### config.mk
export PLATFORM = sky130hd
export DESIGN_NAME = pe_row_sequencer
export DESIGN_NICKNAME = d
export VERILOG_FILES = /design/src/rtl/pe_row_sequencer_pkg.sv /design/src/rtl/pe_row_sequencer_mac.sv /design/src/rtl/pe_row_sequencer.sv
export SDC_FILE = /design/constraint.sdc
export NUM_CORES = 1
export LEC_CHECK = 0
export ABC_AREA = 1
export CORE_MARGIN = 3
export CORE_UTILIZATION = 57
export DETAILED_ROUTE_END_ITERATION = 8
export DONT_BUFFER_PORTS = 1
export GPL_ROUTABILITY_DRIVEN = 0
export PLACE_DENSITY = 0.74
export SLEW_MARGIN = 20
export SYNTH_ARGS = -nofsm -noshare
export SYNTH_HDL_FRONTEND = slang
export SYNTH_HIERARCHICAL = 1
export SYNTH_SLANG_ARGS = --single-unit
### constraint.sdc
create_clock -name clk -period 2.5 [get_ports clk]
set_input_delay 0.125 -clock clk [delete_from_list [all_inputs] [get_ports clk]]
set_output_delay 0.125 -clock clk [all_outputs]
set_load 0.01 [all_outputs]
### src/rtl/pe_row_sequencer_pkg.sv
// Shared parameters, clog2 helper and FSM encoding for the PE row sequencer.
// PSUM_SAT_EN (see pe_row_sequencer.sv) clamps the reported row sum to 16 bits.
package pe_row_sequencer_pkg;

  localparam int DATA_WIDTH   = 8;
  localparam int KERNEL_WIDTH = 3;
  localparam int KERNEL_SIZE  = KERNEL_WIDTH * KERNEL_WIDTH;
  localparam int IF_WIDTH     = 16;
  localparam int PSUM_WIDTH   = 24;

  function automatic int clog2(input int value);
    int result;
    result = 0;
    for (int i = 0; i < 31; i++) begin
      if ((1 << i) < value) result = i + 1;
    end
    return result;
  endfunction

  localparam int IDX_W  = clog2(IF_WIDTH);
  localparam int SEG_W  = clog2(KERNEL_WIDTH);
  localparam int PROD_W = 2 * DATA_WIDTH;

  localparam logic signed [PSUM_WIDTH-1:0] SAT_MAX = PSUM_WIDTH'(32767);
  localparam logic signed [PSUM_WIDTH-1:0] SAT_MIN = PSUM_WIDTH'(-32768);

  typedef enum logic [1:0] {
    ST_IDLE = 2'd0,
    ST_ACC  = 2'd1,
    ST_FIN  = 2'd2
  } state_t;

endpackage

### src/rtl/pe_row_sequencer_mac.sv
// pe_mac_lane: selects one weight lane and forms the signed 8x8 product.
// Out-of-range lane selects yield a zero product and raise idx_err.
module pe_mac_lane
  import pe_row_sequencer_pkg::*;
(
  input  logic        [DATA_WIDTH*KERNEL_SIZE-1:0] parallel_out,
  input  logic signed [DATA_WIDTH-1:0]             serial_out,
  input  logic        [IDX_W-1:0]                  wei_index,
  output logic signed [PROD_W-1:0]                 product,
  output logic                                     idx_err
);

  localparam logic [IDX_W-1:0] LANE_MAX = IDX_W'(KERNEL_SIZE - 1);

  logic signed [DATA_WIDTH-1:0] lane;
  logic signed [PROD_W-1:0]     lane_ext;
  logic signed [PROD_W-1:0]     ser_ext;

  always_comb begin
    lane = '0;
    for (int k = 0; k < KERNEL_SIZE; k++) begin
      if (wei_index == IDX_W'(k)) lane = parallel_out[k*DATA_WIDTH +: DATA_WIDTH];
    end
  end

  assign idx_err  = (wei_index > LANE_MAX);
  assign lane_ext = {{(PROD_W-DATA_WIDTH){lane[DATA_WIDTH-1]}}, lane};
  assign ser_ext  = {{(PROD_W-DATA_WIDTH){serial_out[DATA_WIDTH-1]}}, serial_out};
  assign product  = idx_err ? '0 : lane_ext * ser_ext;

endmodule

### src/rtl/pe_row_sequencer.sv
// Sequences MAC beats into segments and segments into output rows; optional
// PSUM_SAT_EN macro saturates psum_out to the signed 16-bit range.
// state | meaning
// IDLE  | waiting for first beat of a segment
// ACC   | accumulating remaining beats of the segment
// FIN   | one-cycle segment finish, row result emitted when row completes
module pe_row_sequencer
  import pe_row_sequencer_pkg::*;
(
  input  logic                                     clk,
  input  logic                                     reset,
  input  logic                                     mode,
  input  logic                                     en,
  input  logic        [DATA_WIDTH*KERNEL_SIZE-1:0] parallel_out,
  input  logic signed [DATA_WIDTH-1:0]             serial_out,
  input  logic        [IDX_W-1:0]                  wei_index,
  input  logic        [IDX_W-1:0]                  row_index,
  input  logic        [IDX_W-1:0]                  row_val_num,
  input  logic                                     zero_flag,
  output logic                                     row_finish_done_0,
  output logic                                     row_cal_done,
  output logic signed [PSUM_WIDTH-1:0]             psum_out,
  output logic                                     psum_valid,
  output logic        [IDX_W-1:0]                  psum_row,
  output logic                                     err
);

  state_t state, state_n;

  logic signed [PSUM_WIDTH-1:0] acc;
  logic        [IDX_W-1:0]      beat_cnt;
  logic        [IDX_W-1:0]      n_cap;
  logic        [IDX_W-1:0]      row_tag;
  logic        [SEG_W-1:0]      seg_cnt;
  logic                         mode_cap;
  logic                         err_q;

  logic                         cap_en;
  logic                         mac_en;
  logic                         fin;
  logic                         cal;

  logic signed [PROD_W-1:0]     product;
  logic                         idx_err;
  logic signed [PSUM_WIDTH-1:0] prod_ext;
  logic signed [PSUM_WIDTH-1:0] psum_res;

  pe_mac_lane u_mac (
    .parallel_out (parallel_out),
    .serial_out   (serial_out),
    .wei_index    (wei_index),
    .product      (product),
    .idx_err      (idx_err)
  );

  assign prod_ext = {{(PSUM_WIDTH-PROD_W){product[PROD_W-1]}}, product};

  always_ff @(posedge clk or posedge reset) begin
    if (reset) state <= ST_IDLE;
    else       state <= state_n;
  end

  always_comb begin
    state_n = state;
    cap_en  = 1'b0;
    mac_en  = 1'b0;
    fin     = 1'b0;
    cal     = 1'b0;
    case (state)
      ST_IDLE: begin
        if (en) begin
          cap_en = 1'b1;
          if (zero_flag || (row_val_num == '0)) begin
            state_n = ST_FIN;
          end else begin
            mac_en  = 1'b1;
            state_n = (row_val_num == IDX_W'(1)) ? ST_FIN : ST_ACC;
          end
        end
      end
      ST_ACC: begin
        if (en) begin
          mac_en = 1'b1;
          if ((beat_cnt + IDX_W'(1)) == n_cap) state_n = ST_FIN;
        end
      end
      ST_FIN: begin
        fin     = 1'b1;
        cal     = !mode_cap || (seg_cnt == SEG_W'(KERNEL_WIDTH - 1));
        state_n = ST_IDLE;
      end
      default: state_n = ST_IDLE;
    endcase
  end

  always_ff @(posedge clk or posedge reset) begin
    if (reset) begin
      acc      <= '0;
      beat_cnt <= '0;
      n_cap    <= '0;
      row_tag  <= '0;
      seg_cnt  <= '0;
      mode_cap <= 1'b0;
      err_q    <= 1'b0;
    end else begin
      if (cap_en) begin
        row_tag  <= row_index;
        n_cap    <= row_val_num;
        mode_cap <= mode;
        beat_cnt <= mac_en ? IDX_W'(1) : '0;
      end else if (mac_en) begin
        beat_cnt <= beat_cnt + IDX_W'(1);
      end
      if (mac_en) acc <= acc + prod_ext;
      else if (cal) acc <= '0;
      if (fin) seg_cnt <= cal ? '0 : seg_cnt + SEG_W'(1);
      // Beats arriving during FIN are dropped, not queued.
      if ((fin && en) || (mac_en && idx_err)) err_q <= 1'b1;
    end
  end

`ifdef PSUM_SAT_EN
  always_comb begin
    psum_res = acc;
    if (acc > SAT_MAX)      psum_res = SAT_MAX;
    else if (acc < SAT_MIN) psum_res = SAT_MIN;
  end
`else
  assign psum_res = acc;
`endif

  assign row_finish_done_0 = fin;
  assign row_cal_done      = cal;
  assign psum_valid        = cal;
  assign psum_out          = cal ? psum_res : '0;
  assign psum_row          = cal ? row_tag : '0;
  assign err               = err_q;

endmodule

==> impl_metrics.env, run 1 <==
export IMPL_io_buffers=0
export IMPL_setup_ws_ns=-3.00
export IMPL_syn_instance_count=1117
export IMPL_synth_area_per_cell_um2=6.44
export IMPL_synth_top_cell_area_share_pct=15.6
export IMPL_multiInputGateArea_mm2=0.00661
export IMPL_drc=0
export IMPL_critical_path_arrival_ns=5.73
export IMPL_viasPerCell=5.55
export IMPL_yosysTopAreaCell="fa_1"
export IMPL_ant_nets=0
export IMPL_synth_seq_cells=42
export IMPL_vias=7874
export IMPL_power_density_mw_per_mm2=1520
export IMPL_clock_skew_ns=0.00672
export IMPL_maxCapViolations=0
export IMPL_yosysSeqAreaShare_pct=14.6
export IMPL_syn_area_mm2=0.00719
export IMPL_die_h_um=118
export IMPL_fin_cells=1420
export IMPL_drv_slew=0
export IMPL_synth_async_reset_ratio_pct=100
export IMPL_grt_pass1_vias=7663
export IMPL_nets=1458
export IMPL_grt_max_degree=30
export IMPL_die_area_mm2=0.0140
export IMPL_p_leak_nw=5.11
export IMPL_required_ns=2.73
export IMPL_rows=40
export IMPL_synthFlopType="dfrtp_1"
export IMPL_design_core_area_mm2=0.0122
export IMPL_tightest_slew_ns=0.743
export IMPL_antenna_found_initial=0
export IMPL_hold_path_class="in -> reg"
export IMPL_drive_gt1_share_pct=37.9
export IMPL_place_area_mm2=0.00858
export IMPL_setup_violations=22
export IMPL_fill_cells=714
export IMPL_area_growth_pct=42.0
export IMPL_hold_violations=0
export IMPL_yosys_top_cells_area="fa_1 (16%), dfrtp_1 (15%), nand2_1 (14%)"
export IMPL_status="complete, but fails checks"
export IMPL_antenna_cells=0
export IMPL_fin_area_mm2=0.0102
export IMPL_relSlewSlack_pct=50.1
export IMPL_die_w_um=118
export IMPL_grt_pass1_wl_um=35400
export IMPL_gr_usage_all_layers_pct=30.2
export IMPL_cts_sinks=42
export IMPL_crit_type="in -> reg"
export IMPL_syn_num_nets=1324
export IMPL_start_util_pct=59.1
export IMPL_cts_buffers=5
export IMPL_slowest_delay_ns=0.56
export IMPL_cts_tree="built"
export IMPL_clockBufferDepth=2
export IMPL_peakVddDrop_mv=1.62
export IMPL_path_max_fanout=7
export IMPL_rsz0062_at_grt="true"
export IMPL_power_total_mw=15.6
export IMPL_place_inst=1374
export IMPL_post_route_min_period_ns=5.50
export IMPL_crit_top_cell="nand2_1"
export IMPL_seqCellArea_mm2=0.00105
export IMPL_hpwl_um=15800
export IMPL_synth_edf_count=0
export IMPL_synth_cell_types=46
export IMPL_first_iter_violations=586
export IMPL_clkTransAtPathRegs_ns=0.07
export IMPL_fmax_ghz=0.182
export IMPL_slowest_stage="fa_2"
export IMPL_grt_overflow=0
export IMPL_wl_per_cell_um=16.3
export IMPL_period_share_pct=220
export IMPL_cp_end_kind="register"
export IMPL_setup_tns_final_ns=-55.24
export IMPL_htreeDepth=2
export IMPL_firstDrtPassIters=7
export IMPL_cts_root_buf="clkbuf_16"
export IMPL_yosysWarnings=6
export IMPL_worstSetupStartpointType="primary input"
export IMPL_routed_wl_um=23100
export IMPL_clkLatencyLatePin_ns=0.29
export IMPL_num_io_pins=129
export IMPL_violations="setup timing"
final cells by class:
| cell class | instances | area share (%) |
|---|---|---|
| tap | 168 | 2.06 |
| inverter | 255 | 9.65 |
| sequential | 42 | 10.3 |
| clock inverter | 2 | 0.367 |
| clock buffer | 6 | 1.26 |
| multi-input combinational | 806 | 64.7 |
| timing repair buffer | 141 | 11.7 |
layout by cell type (no fill, tap or decap), drive strengths merged, types with 2 or more instances in the layout:
cell type / n
a21o: 2
a21oi: 35
a31oi: 3
and2: 2
buf: 134
clkbuf: 6
clkinvlp: 2
dfrtp: 42
dlygate4sd3: 7
fa: 56
ha: 54
inv: 253
nand2: 284
nand3: 109
nand3b: 9
nand4: 17
nor2: 156
nor3: 5
o21a: 2
o21ai: 30
o21bai: 3
or2: 15
xnor2: 8
xor2: 7
metrics by stage:
step,hold slack [ns],setup slack [ns],utilization (%)
3_3_place_gp,0.0727,-3.34,70.6
4_1_cts,0.0000157,-2.82,78.6
3_5_place_dp,0.0780,-3.40,70.6
5_1_grt,0.00437,-3.19,84.0
6_report,0.00191,-3.00,84.0
2_1_floorplan,0.260,-2.81,-
cell families (layout without fill, tap and decap cells):
| family | after synthesis | count (layout) | share of synthesized area (%) |
|---|---|---|---|
| fa+ha+maj | 110 | 110 | 25.0 |
| buf+inv | 271 | 404 | 14.7 |
| xor+xnor | 15 | 15 | 1.83 |
| flops | 42 | 42 | 14.6 |
| mux | 1 | 1 | 0.157 |
| compound gates | 80 | 80 | 6.26 |
| simple gates | 598 | 600 | 37.4 |
power by group:
group          switching, mW  leakage (nW)  internal (mW)
Sequential             0.323         0.524          0.967
Clock                  0.295        0.0771          0.472
Combinational           7.52          4.51           6.00
Total                   8.14          5.11           7.44
worst max-delay path: cells and delay by family:
| family | cells | cell delay (ns) |
|---|---|---|
| AO/OA/AOI/OAI | 3 | 0.69 |
| adder cells (fa/ha/maj) | 6 | 2.35 |
| buffers and inverters | 9 | 0.81 |
| AND/OR/NAND/NOR | 18 | 1.75 |
path summary, 6_finish.rpt:
kind	from	to	slack, ns	depth (start not counted)
max in group asynchronous	reset	beat_cnt[1]$_DFFE_PP0P_	1.47	3
min reg2reg	seg_cnt[1]$_DFFE_PP0P_	seg_cnt[1]$_DFFE_PP0P_	0.49	2
min in group asynchronous	reset	acc[20]$_DFFE_PP0P_	0.33	2
min	row_val_num[2]	n_cap[2]$_DFFE_PP0P_	0.002	2
max reg2reg	acc[0]$_DFFE_PP0P_	acc[16]$_DFFE_PP0P_	0.32	11
max	wei_index[2]	acc[23]$_DFFE_PP0P_	-3.00	36
synth_stat cells (all sizes together), types with 2 or more instances:
cell      n
nand2   284
inv     254
nor2    155
nand3   108
fa       56
ha       54
dfrtp    42
a21oi    35
o21ai    30
nand4    17
buf      16
or2      15
nand3b    9
xnor2     8
xor2      7
nor3      5
a31oi     3
o21bai    3
a21o      2
and2      2
o21a      2
sequential cells by signal, summed over array words and instances, names as in the netlist:
name,count
mode_cap,1
seg_cnt,2
row_tag,4
n_cap,4
acc,24
beat_cnt,4
state,2
err,1
metal layers:
metal  up-vias  share of wire [%]  routed length, um  track usage [%]
met2       375                 49              11200             51.3
met3        90                7.2               1670             5.79
met5         -                  0                  0                0
met4         0                3.6                843             7.69
met1      3720                 41               9380             39.7
li1       3689                  -                  -                -
what timing repair did:
item                       4_1_cts  5_1_grt
setup endpoints to repair       22       22
hold endpoints to repair        25        0
gates cloned                     2        0
hold buffers                     7        0
pin swaps                       88      122
gates resized for setup        154      138
setup buffers                   11       20
No activity file was read; power rests on OpenSTA's default activity.
==> inputs of run 2 (changes only) <==
- clock period: 2.5 -> 5.35 ns (I/O delays scaled with it)
==> impl_metrics.env, run 2 (synthesis results as in run 1) <==
export IMPL_status="complete, but fails checks"
export IMPL_violations="setup timing"
export IMPL_die_w_um=118
export IMPL_hold_path_class="in -> async"
export IMPL_cts_root_buf="clkbuf_16"
export IMPL_ff2ff_setup_slack_ns=3.25
export IMPL_worstSetupStartpointType="primary input"
export IMPL_final_cell_mix="inv_1 (207), nand2_1 (200), buf_4 (118)"
export IMPL_maxCapViolations=0
export IMPL_clockBufferDepth=2
export IMPL_largest_reg_flops=24
export IMPL_htreeDepth=2
export IMPL_start_util_pct=59.1
export IMPL_r2r_end="acc[16]$_DFFE_PP0P_"
export IMPL_routed_wl_um=22000
export IMPL_grt_overflow=0
export IMPL_wl_met2_um=10600
export IMPL_setup_ws_ns=-0.259
export IMPL_clkTransAtPathRegs_ns=0.07
export IMPL_wl_per_cell_um=15.6
export IMPL_ant_nets=0
export IMPL_hpwl_um=15100
export IMPL_antenna_cells=0
export IMPL_fmax_ghz=0.178
export IMPL_wl_met3_um=1650
export IMPL_post_route_min_period_ns=5.61
export IMPL_crit_top_cell="inv_2"
export IMPL_cp_endpoint="acc[10]$_DFFE_PP0P_"
export IMPL_power_total_mw=7.04
export IMPL_cts_buffers=5
export IMPL_design_core_area_mm2=0.0122
export IMPL_fin_area_mm2=0.00978
export IMPL_peakVddDrop_mv=0.482
export IMPL_drive_gt1_share_pct=34.4
export IMPL_cts_tree="built"
export IMPL_path_max_fanout=6
export IMPL_grt_max_degree=52
export IMPL_nets=1449
export IMPL_area_growth_pct=35.9
export IMPL_drv_slew=0
export IMPL_rows=40
export IMPL_pre_cts_ws_ns=-0.914
export IMPL_grt_pass1_wl_um=33700
export IMPL_p_leak_nw=5.05
export IMPL_wl_met1_um=9070
export IMPL_first_iter_violations=737
export IMPL_setup_violations=15
export IMPL_critPathLaunch="wei_index[2]"
export IMPL_place_area_mm2=0.00836
export IMPL_power_density_mw_per_mm2=720
export IMPL_viasPerCell=5.45
export IMPL_period_share_pct=105
export IMPL_r2r_cells=11
export IMPL_clkLatencyLatePin_ns=0.29
export IMPL_final_common_cell="inv_1"
export IMPL_num_io_pins=129
export IMPL_cp_end_kind="register"
export IMPL_hold_violations=0
export IMPL_final_util_pct=80.4
export IMPL_top_register="acc"
export IMPL_hold_buffers=0
export IMPL_fin_hold_ws_ns=0.00376
export IMPL_grt_pass1_vias=7373
export IMPL_slowest_stage="fa_1"
export IMPL_die_h_um=118
export IMPL_dr_max_layer_used="met4"
export IMPL_die_area_mm2=0.0140
export IMPL_relSlewSlack_pct=39.7
export IMPL_cts_sinks=42
export IMPL_vias=7684
export IMPL_slowest_delay_ns=0.54
export IMPL_gr_usage_all_layers_pct=28.7
export IMPL_firstDrtPassIters=5
export IMPL_drc=0
export IMPL_required_ns=5.54
export IMPL_clock_skew_ns=0.00628
export IMPL_antenna_found_initial=0
export IMPL_crit_type="in -> reg"
export IMPL_rsz0062_at_grt="true"
export IMPL_tightest_slew_ns=0.905
export IMPL_critical_path_arrival_ns=5.79
export IMPL_io_buffers=0
export IMPL_r2r_start="acc[0]$_DFFE_PP0P_"
-- run 2: layer usage --
layer	global-route usage, %	vias up
li1	-	3665
met1	38.5	3578
met2	48.4	371
met3	4.59	70
met4	7.40	0
met5	0	-
-- run 2: stage by stage --
stage / std cells / TNS [ns]
floorplan: 1117 / -0.519
global placement: 1363 / -11.23
detailed placement: 1363 / -12.66
CTS: 1394 / -0.488
global route: 1411 / -6.74
finish: 1411 / -2.70
-- run 2: how the worst min path moves through the flow --
stage / from / endpoint / slack, ns
2_1_floorplan: en / err$_DFFE_PP0P_ / 0.40
3_3_place_gp: reset / row_tag[1]$_DFFE_PP0P_ / 0.32
3_5_place_dp: reset / row_tag[1]$_DFFE_PP0P_ / 0.32
4_1_cts: reset / row_tag[1]$_DFFE_PP0P_ / 0.01
5_1_grt: reset / acc[18]$_DFFE_PP0P_ / 0.04
6_report: reset / row_tag[1]$_DFFE_PP0P_ / 0.004
-- run 2: power breakdown --
part / internal, mW / switching, mW
sequential: 0.452 / 0.141
clock: 0.221 / 0.136
combinational: 2.72 / 3.37
total: 3.39 / 3.65
-- run 2: area by class of cell --
class	count	area, um^2
clock inverters	2	37.5
fillers	800	2380
repair buffers	133	1070
well taps	168	210
clock buffers	6	129
inverters	255	983
flip-flops and latches	42	1050
multi-input cells	805	6290
-- run 2: timing repair --
action / 4_1_cts / 5_1_grt
buffers inserted: 22 / 17
resized for setup: 105 / 147
gates cloned: 1 / 0
pin swaps: 91 / 72
setup endpoints to repair: 17 / 18
-- run 2: worst max-delay path: cells and delay by family --
family | cells | cell delay, ns
AOI/OAI and AO/OA | 2 | 0.24
xor gates and xnor gates | 1 | 0.16
adders and majority gates | 6 | 2.67
buffers and inverters | 11 | 0.83
and+or+nand+nor | 16 | 1.62
